===== src/rtl/pipeline_hazard_ctrl.sv =====
// rtl/pipeline_hazard_ctrl.sv - hazard, flush and hold sequencing controller for a 5-stage pipeline
module pipeline_hazard_ctrl #(
   parameter int FORWARDING   = 1,
   parameter int DRAIN_CYCLES = 3,
   parameter int CNT_W        = 16
) (
   input  logic             clk,
   input  logic             rst,
   input  logic [4:0]       id_rs1,
   input  logic [4:0]       id_rs2,
   input  logic             id_use_rs1,
   input  logic             id_use_rs2,
   input  logic             ex_memread,
   input  logic             ex_regwrite,
   input  logic [4:0]       ex_rd,
   input  logic             mem_regwrite,
   input  logic [4:0]       mem_rd,
   input  logic             wb_regwrite,
   input  logic [4:0]       wb_rd,
   input  logic             mem_pcsrc,
   input  logic             hold_req,
   output logic             pc_write,
   output logic             ifid_write,
   output logic             ifid_flush,
   output logic             idex_flush,
   output logic             exmem_flush,
   output logic             hold_ack,
   output logic [1:0]       ctrl_state,
   output logic [CNT_W-1:0] stall_cnt,
   output logic [CNT_W-1:0] flush_cnt
);

   localparam int DCW = (DRAIN_CYCLES > 1) ? $clog2(DRAIN_CYCLES) : 1;
   localparam logic [DCW-1:0] DRAIN_LAST = DCW'(DRAIN_CYCLES - 1);

   typedef enum logic [1:0] {
      ST_RUN   = 2'd0,
      ST_STALL = 2'd1,
      ST_DRAIN = 2'd2,
      ST_HELD  = 2'd3
   } state_e;

   state_e           state_q, state_d;
   logic [DCW-1:0]   drain_cnt_q, drain_cnt_d;
   logic [CNT_W-1:0] stall_cnt_q, stall_cnt_d;
   logic [CNT_W-1:0] flush_cnt_q, flush_cnt_d;
   logic             stall_inc, flush_inc;
   logic             hz_ld, hz_ex, hz_mem, hz_wb, data_hz;

   // A writer to x0 never creates a dependency.
   function automatic logic hz(input logic [4:0] rd, input logic we,
                               input logic [4:0] rs1, input logic [4:0] rs2,
                               input logic use1, input logic use2);
      return we & (rd != 5'd0) & ((use1 & (rd == rs1)) | (use2 & (rd == rs2)));
   endfunction

   assign hz_ld  = hz(ex_rd,  1'b1,         id_rs1, id_rs2, id_use_rs1, id_use_rs2);
   assign hz_ex  = hz(ex_rd,  ex_regwrite,  id_rs1, id_rs2, id_use_rs1, id_use_rs2);
   assign hz_mem = hz(mem_rd, mem_regwrite, id_rs1, id_rs2, id_use_rs1, id_use_rs2);
   assign hz_wb  = hz(wb_rd,  wb_regwrite,  id_rs1, id_rs2, id_use_rs1, id_use_rs2);

   // With forwarding only a load in EX forces a bubble; without it any in-flight writer does,
   // WB included because the register file is read before it is written.
   assign data_hz = (FORWARDING != 0) ? (ex_memread & hz_ld) : (hz_ex | hz_mem | hz_wb);

   // Next-state, counter updates and stage controls; reset forces a frozen, flushed pipeline.
   always_comb begin
      state_d     = state_q;
      drain_cnt_d = drain_cnt_q;
      stall_inc   = 1'b0;
      flush_inc   = 1'b0;
      pc_write    = 1'b1;
      ifid_write  = 1'b1;
      ifid_flush  = 1'b0;
      idex_flush  = 1'b0;
      exmem_flush = 1'b0;
      hold_ack    = 1'b0;
      case (state_q)
         ST_DRAIN: begin
            if (!hold_req) begin
               state_d = ST_RUN;
               if (mem_pcsrc) begin
                  ifid_flush  = 1'b1;
                  idex_flush  = 1'b1;
                  exmem_flush = 1'b1;
                  flush_inc   = 1'b1;
               end
            end else if (mem_pcsrc) begin
               // Redirect is allowed mid-drain; the younger stages refill so draining restarts.
               ifid_flush  = 1'b1;
               idex_flush  = 1'b1;
               exmem_flush = 1'b1;
               flush_inc   = 1'b1;
               drain_cnt_d = '0;
            end else begin
               pc_write   = 1'b0;
               ifid_write = 1'b0;
               idex_flush = 1'b1;
               if (drain_cnt_q == DRAIN_LAST) begin
                  state_d = ST_HELD;
               end else begin
                  drain_cnt_d = drain_cnt_q + DCW'(1);
               end
            end
         end
         ST_HELD: begin
            // MEM is empty here, so mem_pcsrc cannot be legitimately raised and is ignored.
            hold_ack   = 1'b1;
            pc_write   = 1'b0;
            ifid_write = 1'b0;
            idex_flush = 1'b1;
            if (!hold_req) state_d = ST_RUN;
         end
         default: begin
            if (mem_pcsrc) begin
               // The ID instruction is squashed, so any data hazard it had is irrelevant.
               ifid_flush  = 1'b1;
               idex_flush  = 1'b1;
               exmem_flush = 1'b1;
               flush_inc   = 1'b1;
               state_d     = ST_RUN;
            end else if (hold_req) begin
               pc_write    = 1'b0;
               ifid_write  = 1'b0;
               idex_flush  = 1'b1;
               drain_cnt_d = '0;
               state_d     = ST_DRAIN;
            end else if (data_hz) begin
               pc_write   = 1'b0;
               ifid_write = 1'b0;
               idex_flush = 1'b1;
               stall_inc  = 1'b1;
               state_d    = ST_STALL;
            end else begin
               state_d = ST_RUN;
            end
         end
      endcase

      stall_cnt_d = (stall_inc && (stall_cnt_q != '1)) ? stall_cnt_q + CNT_W'(1) : stall_cnt_q;
      flush_cnt_d = (flush_inc && (flush_cnt_q != '1)) ? flush_cnt_q + CNT_W'(1) : flush_cnt_q;

      if (!rst) begin
         pc_write    = 1'b0;
         ifid_write  = 1'b0;
         ifid_flush  = 1'b1;
         idex_flush  = 1'b1;
         exmem_flush = 1'b1;
         hold_ack    = 1'b0;
      end
   end

   // State and saturating profiling counters.
   always_ff @(posedge clk or negedge rst) begin
      if (!rst) begin
         state_q     <= ST_RUN;
         drain_cnt_q <= '0;
         stall_cnt_q <= '0;
         flush_cnt_q <= '0;
      end else begin
         state_q     <= state_d;
         drain_cnt_q <= drain_cnt_d;
         stall_cnt_q <= stall_cnt_d;
         flush_cnt_q <= flush_cnt_d;
      end
   end

   assign ctrl_state = state_q;
   assign stall_cnt  = stall_cnt_q;
   assign flush_cnt  = flush_cnt_q;

endmodule


===== config.mk =====
export PLATFORM = sky130hd
export DESIGN_NAME = pipeline_hazard_ctrl
export DESIGN_NICKNAME = d
export VERILOG_FILES = /design/src/rtl/pipeline_hazard_ctrl.sv
export SDC_FILE = /design/constraint.sdc
export NUM_CORES = 1
export LEC_CHECK = 0
export ABC_AREA = 1
export CORE_ASPECT_RATIO = 0.9
export CORE_MARGIN = 5
export CORE_UTILIZATION = 57
export DETAILED_ROUTE_END_ITERATION = 6
export DONT_BUFFER_PORTS = 1
export PLACE_DENSITY = 0.86
export SYNTH_ARGS = -nofsm -noshare
export SYNTH_HDL_FRONTEND = slang
export SYNTH_SLANG_ARGS = --single-unit

===== constraint.sdc =====
create_clock -name clk -period 1.6 [get_ports clk]
set_clock_uncertainty 0.2 [all_clocks]
set_input_delay 0.24 -clock clk [delete_from_list [all_inputs] [get_ports clk]]
set_output_delay 0.24 -clock clk [all_outputs]
set_load 0.1 [all_outputs]

==> results of run 1 <==
[cell families after synthesis]
logic type                 Yosys count  share of synthesized area, %
AOI/OAI and AO/OA                   26                         6.692
and+or+nand+nor                    179                         36.83
adders and majority gates            3                         1.632
xor gates and xnor gates            15                         5.713
buffers and inverters               53                         9.956
DFF                                 36                         39.17
[through the flow]
step | setup TNS (ns) | hold slack (ns)
global placement | -2.731 | -0.2546
floorplan | -10.50 | -0.2556
detailed placement | -4.582 | -0.2545
==> reports/metrics.yaml, run 1 <==
outcome: "stopped before the end"
haltStage: "clock tree synthesis (4_1_cts)"
firstError: "[ERROR DPL-0033] detailed placement checks failed during check placement."
die_y_um: 70.26
post_syn_nets: 350
holdBufCountCts: 5
port_buffers: 0
post-place-ws_ns: -0.2626
post_synth_num_cell_types: 34
dpl_cell_area_mm2: 0.003278
dp_hpwl_mm: 4.802
placement_rows: 21
placed_cells: 434
ys_seq_area_share_pct: 39.17
netlist.area_leader.share_pct: 39.17
most_frequent_cells_after_synthesis: "90 x sky130_fd_sc_hd__nand2_1, 44 x sky130_fd_sc_hd__inv_1, 40 x sky130_fd_sc_hd__nor2_1"
cts.root.buffer_cell: "sky130_fd_sc_hd__clkbuf_8"
clockBufferDepth: 2
ctsResizeCount: 72
numCtsBuffers: 5
synth_area_leaders: "sky130_fd_sc_hd__dfrtp_1 39%, sky130_fd_sc_hd__nand2_1 15%, sky130_fd_sc_hd__inv_1 7.2%, sky130_fd_sc_hd__nor2_1 6.5%, sky130_fd_sc_hd__xor2_1 3.0%"
synthesis.area_per_instance_um2: 7.371
pin_count: 75
tritoncts_num_sinks: 36
synth-async-reset-ratio_pct: 100.0
post-synth-top-count-cell: "sky130_fd_sc_hd__nand2_1"
yosys_warnings: 0
synth-edff-count: 0
cts_setup_buffers: 9
postSynthRegisterBits: 36
gp_congestion: 0.7823
syn-cell-area_mm2: 0.002300
synth_flop_cell: "sky130_fd_sc_hd__dfrtp_1"
initial_core_util_pct: 60.36
cts-htree-levels: 2
die_width_um: 76.96
syn-instance-count: 312
cell_type_with_the_largest_total_area_after_synthesis: "sky130_fd_sc_hd__dfrtp_1"
==> run 2, diff against run 1 <==
CORE_ASPECT_RATIO = unset   (was 0.9)
CORE_UTILIZATION = 40   (was 57)
PLACE_DENSITY = unset   (was 0.86)
PLACE_DENSITY_LB_ADDON = 0.15   (was unset)
clock period = 2.1 ns   (was 1.6 ns; I/O delays follow)
==> run 2 against run 1 <==
The run now ends clean. Area after synthesis unchanged. Synthesized cell count unchanged.
==> reports/metrics.yaml, run 2 <==
outcome: "complete, no violations"  # was stopped before the end
placement_rows: 27  # was 21
worstReg2RegStart: "flush_cnt[0]"
crit_type: "reg2out"
tns_ns: 0
grt_pass1_wl_mm: 8.901
grt_max_degree: 37
numCtsBuffers: 5  # unchanged
yosys_warnings: 0  # unchanged
most_frequent_cells_after_synthesis: "90 x sky130_fd_sc_hd__nand2_1, 44 x sky130_fd_sc_hd__inv_1, 40 x sky130_fd_sc_hd__nor2_1"  # unchanged
end_of_the_worst_register_to_register_path: "flush_cnt[14]"
power.static_leakage_nw: 1.441
postSynthRegisterBits: 36  # unchanged
synthesis.area_per_instance_um2: 7.371  # unchanged
synth-async-reset-ratio_pct: 100.0  # unchanged
critical-path-slowest-cell: "sky130_fd_sc_hd__dfrtp_4"
holdCritStartpoint: "mem_pcsrc"
timing.critical_path.required_ns: 1.58
insertion_delay_ns: 0.29
critical_path_cell_by_cell: "nand2_4, inv_4, a211oi_2, o31ai_1, inv_2, buf_12"
worst_rel_slew_slack_pct: 79.08
avgViaCountPerCell: 4.704
total_gr_overflow: 0
cp_num_buf_inv: 3
finalSetupViolations: 0
clock.fmax_mhz: 489.2
synth_area_leaders: "sky130_fd_sc_hd__dfrtp_1 39%, sky130_fd_sc_hd__nand2_1 15%, sky130_fd_sc_hd__inv_1 7.2%, sky130_fd_sc_hd__nor2_1 6.5%, sky130_fd_sc_hd__xor2_1 3.0%"  # unchanged
die_width_um: 85.83  # was 76.96 um
timing.critical_path.arrival_ns: 1.53
post_synth_num_cell_types: 34  # unchanged
detailedRoute.firstIterationViolations: 100
gp_congestion: 0.8068  # was 0.7823
drv.max_cap_violation_count: 0
hold_path_class: "in2reg"
dpl_cell_area_mm2: 0.002799  # was 0.003278 mm2
pin_count: 75  # unchanged
setup.worst_path.end_class: "output pin"
clock_transition_at_path_regs_ns: 0.07
dp_hpwl_mm: 3.876  # was 4.802 mm
critical_path_start_type: "flop"
cell_type_with_the_largest_total_area_after_synthesis: "sky130_fd_sc_hd__dfrtp_1"  # unchanged
post-place-ws_ns: 0.1466  # was -0.2626 ns
synth-edff-count: 0  # unchanged
critPathMaxStageDelay_ns: 0.52
mostFrequentLayoutCell: "sky130_fd_sc_hd__nand2_1"
finish.utilization_pct: 53.32
finalInstanceArea_mm2: 0.002954
cts.root.buffer_cell: "sky130_fd_sc_hd__clkbuf_8"  # unchanged
hold-path-endpoint: "flush_cnt[0]"
routed-via-count: 2032
hold_depth: 2
antenna_found_initial: 0
nNetsFinal: 397
die_area_mm2: 0.007366
post-route-worst-setup-slack_ns: 0.05584
critical_path.max_fanout: 6
final.period_utilization_pct: 97.34
timing_worst_slew_pin_value_ns: 0.3138
core_area_mm2: 0.005540
finish.cell_count_without_fillers: 432
average_wire_per_standard_cell_um: 11.88
r2r_cells: 8
placed_cells: 419  # was 434
netlist.area_leader.share_pct: 39.17  # unchanged
rsz0062_at_grt: "false"
initial_core_util_pct: 41.51  # was 60.36%
syn-cell-area_mm2: 0.002300  # unchanged
syn-instance-count: 312  # unchanged
final_layout_size_suffix_gt1_share_pct: 30.28
drt_pass1_iterations: 4
totalWireLength_mm: 5.132
nFillCells: 546
min_period_ns: 2.044
global_route.usage.total_pct: 14.83
p_r_area_growth_vs_syn_pct: 28.45
tritoncts_num_sinks: 36  # unchanged
drv_slew: 0
antenna_left: 0
setup.reg_to_reg.worst_slack_ns: 0.16
first_global_vias: 1999
ys_seq_area_share_pct: 39.17  # unchanged
synth_flop_cell: "sky130_fd_sc_hd__dfrtp_1"  # unchanged
multi_input_area_mm2: 0.001215
sequential_cell_area_um2: 943.4
number_of_failing_hold_endpoints_at_the_final_stage: 0
post-synth-top-count-cell: "sky130_fd_sc_hd__nand2_1"  # unchanged
post_syn_nets: 350  # unchanged
die_y_um: 85.83  # was 70.26 um
timing.critical_path.max_delay_family: "flip-flops"
remaining_drc_errors: 0
layout.cells.most_common_list: "89 x sky130_fd_sc_hd__nand2_1, 42 x sky130_fd_sc_hd__inv_1, 38 x sky130_fd_sc_hd__nor2_1"
power_per_cell_area_mw_per_mm2: 773.8
cts-htree-levels: 2  # unchanged
port_buffers: 0  # unchanged
worst_ir_drop_on_vdd_mv: 0.4550
cts_tree: "yes"
antenna_cells: 0
clockBufferDepth: 2  # unchanged
run 2: area by class of cell:
cell class / count / share of cell area (%)
clock inverters: 3 / 0.6353
multi-input cells: 223 / 41.13
well taps: 72 / 3.050
inverters: 48 / 6.184
clock buffers: 5 / 2.330
repair buffers: 45 / 14.74
flip-flops and latches: 36 / 31.94
run 2: what timing repair did:
action,in CTS,in global routing
buffers inserted,0,0
setup endpoints to repair,1,1
gates resized for setup,1,1
pin swaps,0,0
hold endpoints to repair,38,0
hold buffers,5,0
run 2: worst max-delay path by stage:
stage	start	endpoint	slack, ns	cells past startpoint
2_1_floorplan	ctrl_state[1]	ifid_flush	-0.13	4
3_3_place_gp	ex_rd[0]	pc_write	0.15	10
3_5_place_dp	ex_rd[0]	pc_write	0.15	10
4_1_cts	ctrl_state[1]	pc_write	0.04	6
5_1_grt	ctrl_state[1]	ifid_write	0.01	6
6_report	ctrl_state[1]	pc_write	0.06	6
run 2: per-stage QoR:
stage	hold slack (ns)	power [W]
after global routing	0.06875	0.002415
final	0.07043	0.002286
after CTS	0.05566	0.002320
after detailed placement	-0.1791	0.001789
after global placement	-0.1786	0.001781
after floorplan	-0.1806	0.001606
run 2: metal layers:
layer	track usage [%]	vias to the layer above	wire length, um
li1	-	1067	-
met1	18.33	917	2282
met2	24.86	41	2466
met3	3.842	7	296
met4	5.468	0	85
met5	0	-	0
run 2: kinds of logic after synthesis:
| logic type | Yosys count | share of synthesized area, % |
|---|---|---|
| AND/OR/NAND/NOR | 179 | 36.83 |
| AO/OA/AOI/OAI | 26 | 6.692 |
| flip-flops | 36 | 39.17 |
| XOR/XNOR | 15 | 5.713 |
| buffers and inverters | 53 | 9.956 |
| adder cells (fa/ha/maj) | 3 | 1.632 |
run 2: report_power, final:
group	total, W	internal, W	switching [W]	leakage (nW)
logic	0.000933	0.000208	0.000724	0.951
registers	0.000863	0.000782	0.0000811	0.441
clock network	0.000490	0.000231	0.000259	0.0479
total	0.00229	0.00122	0.00106	1.44
Power figures use the tool's default switching activity.
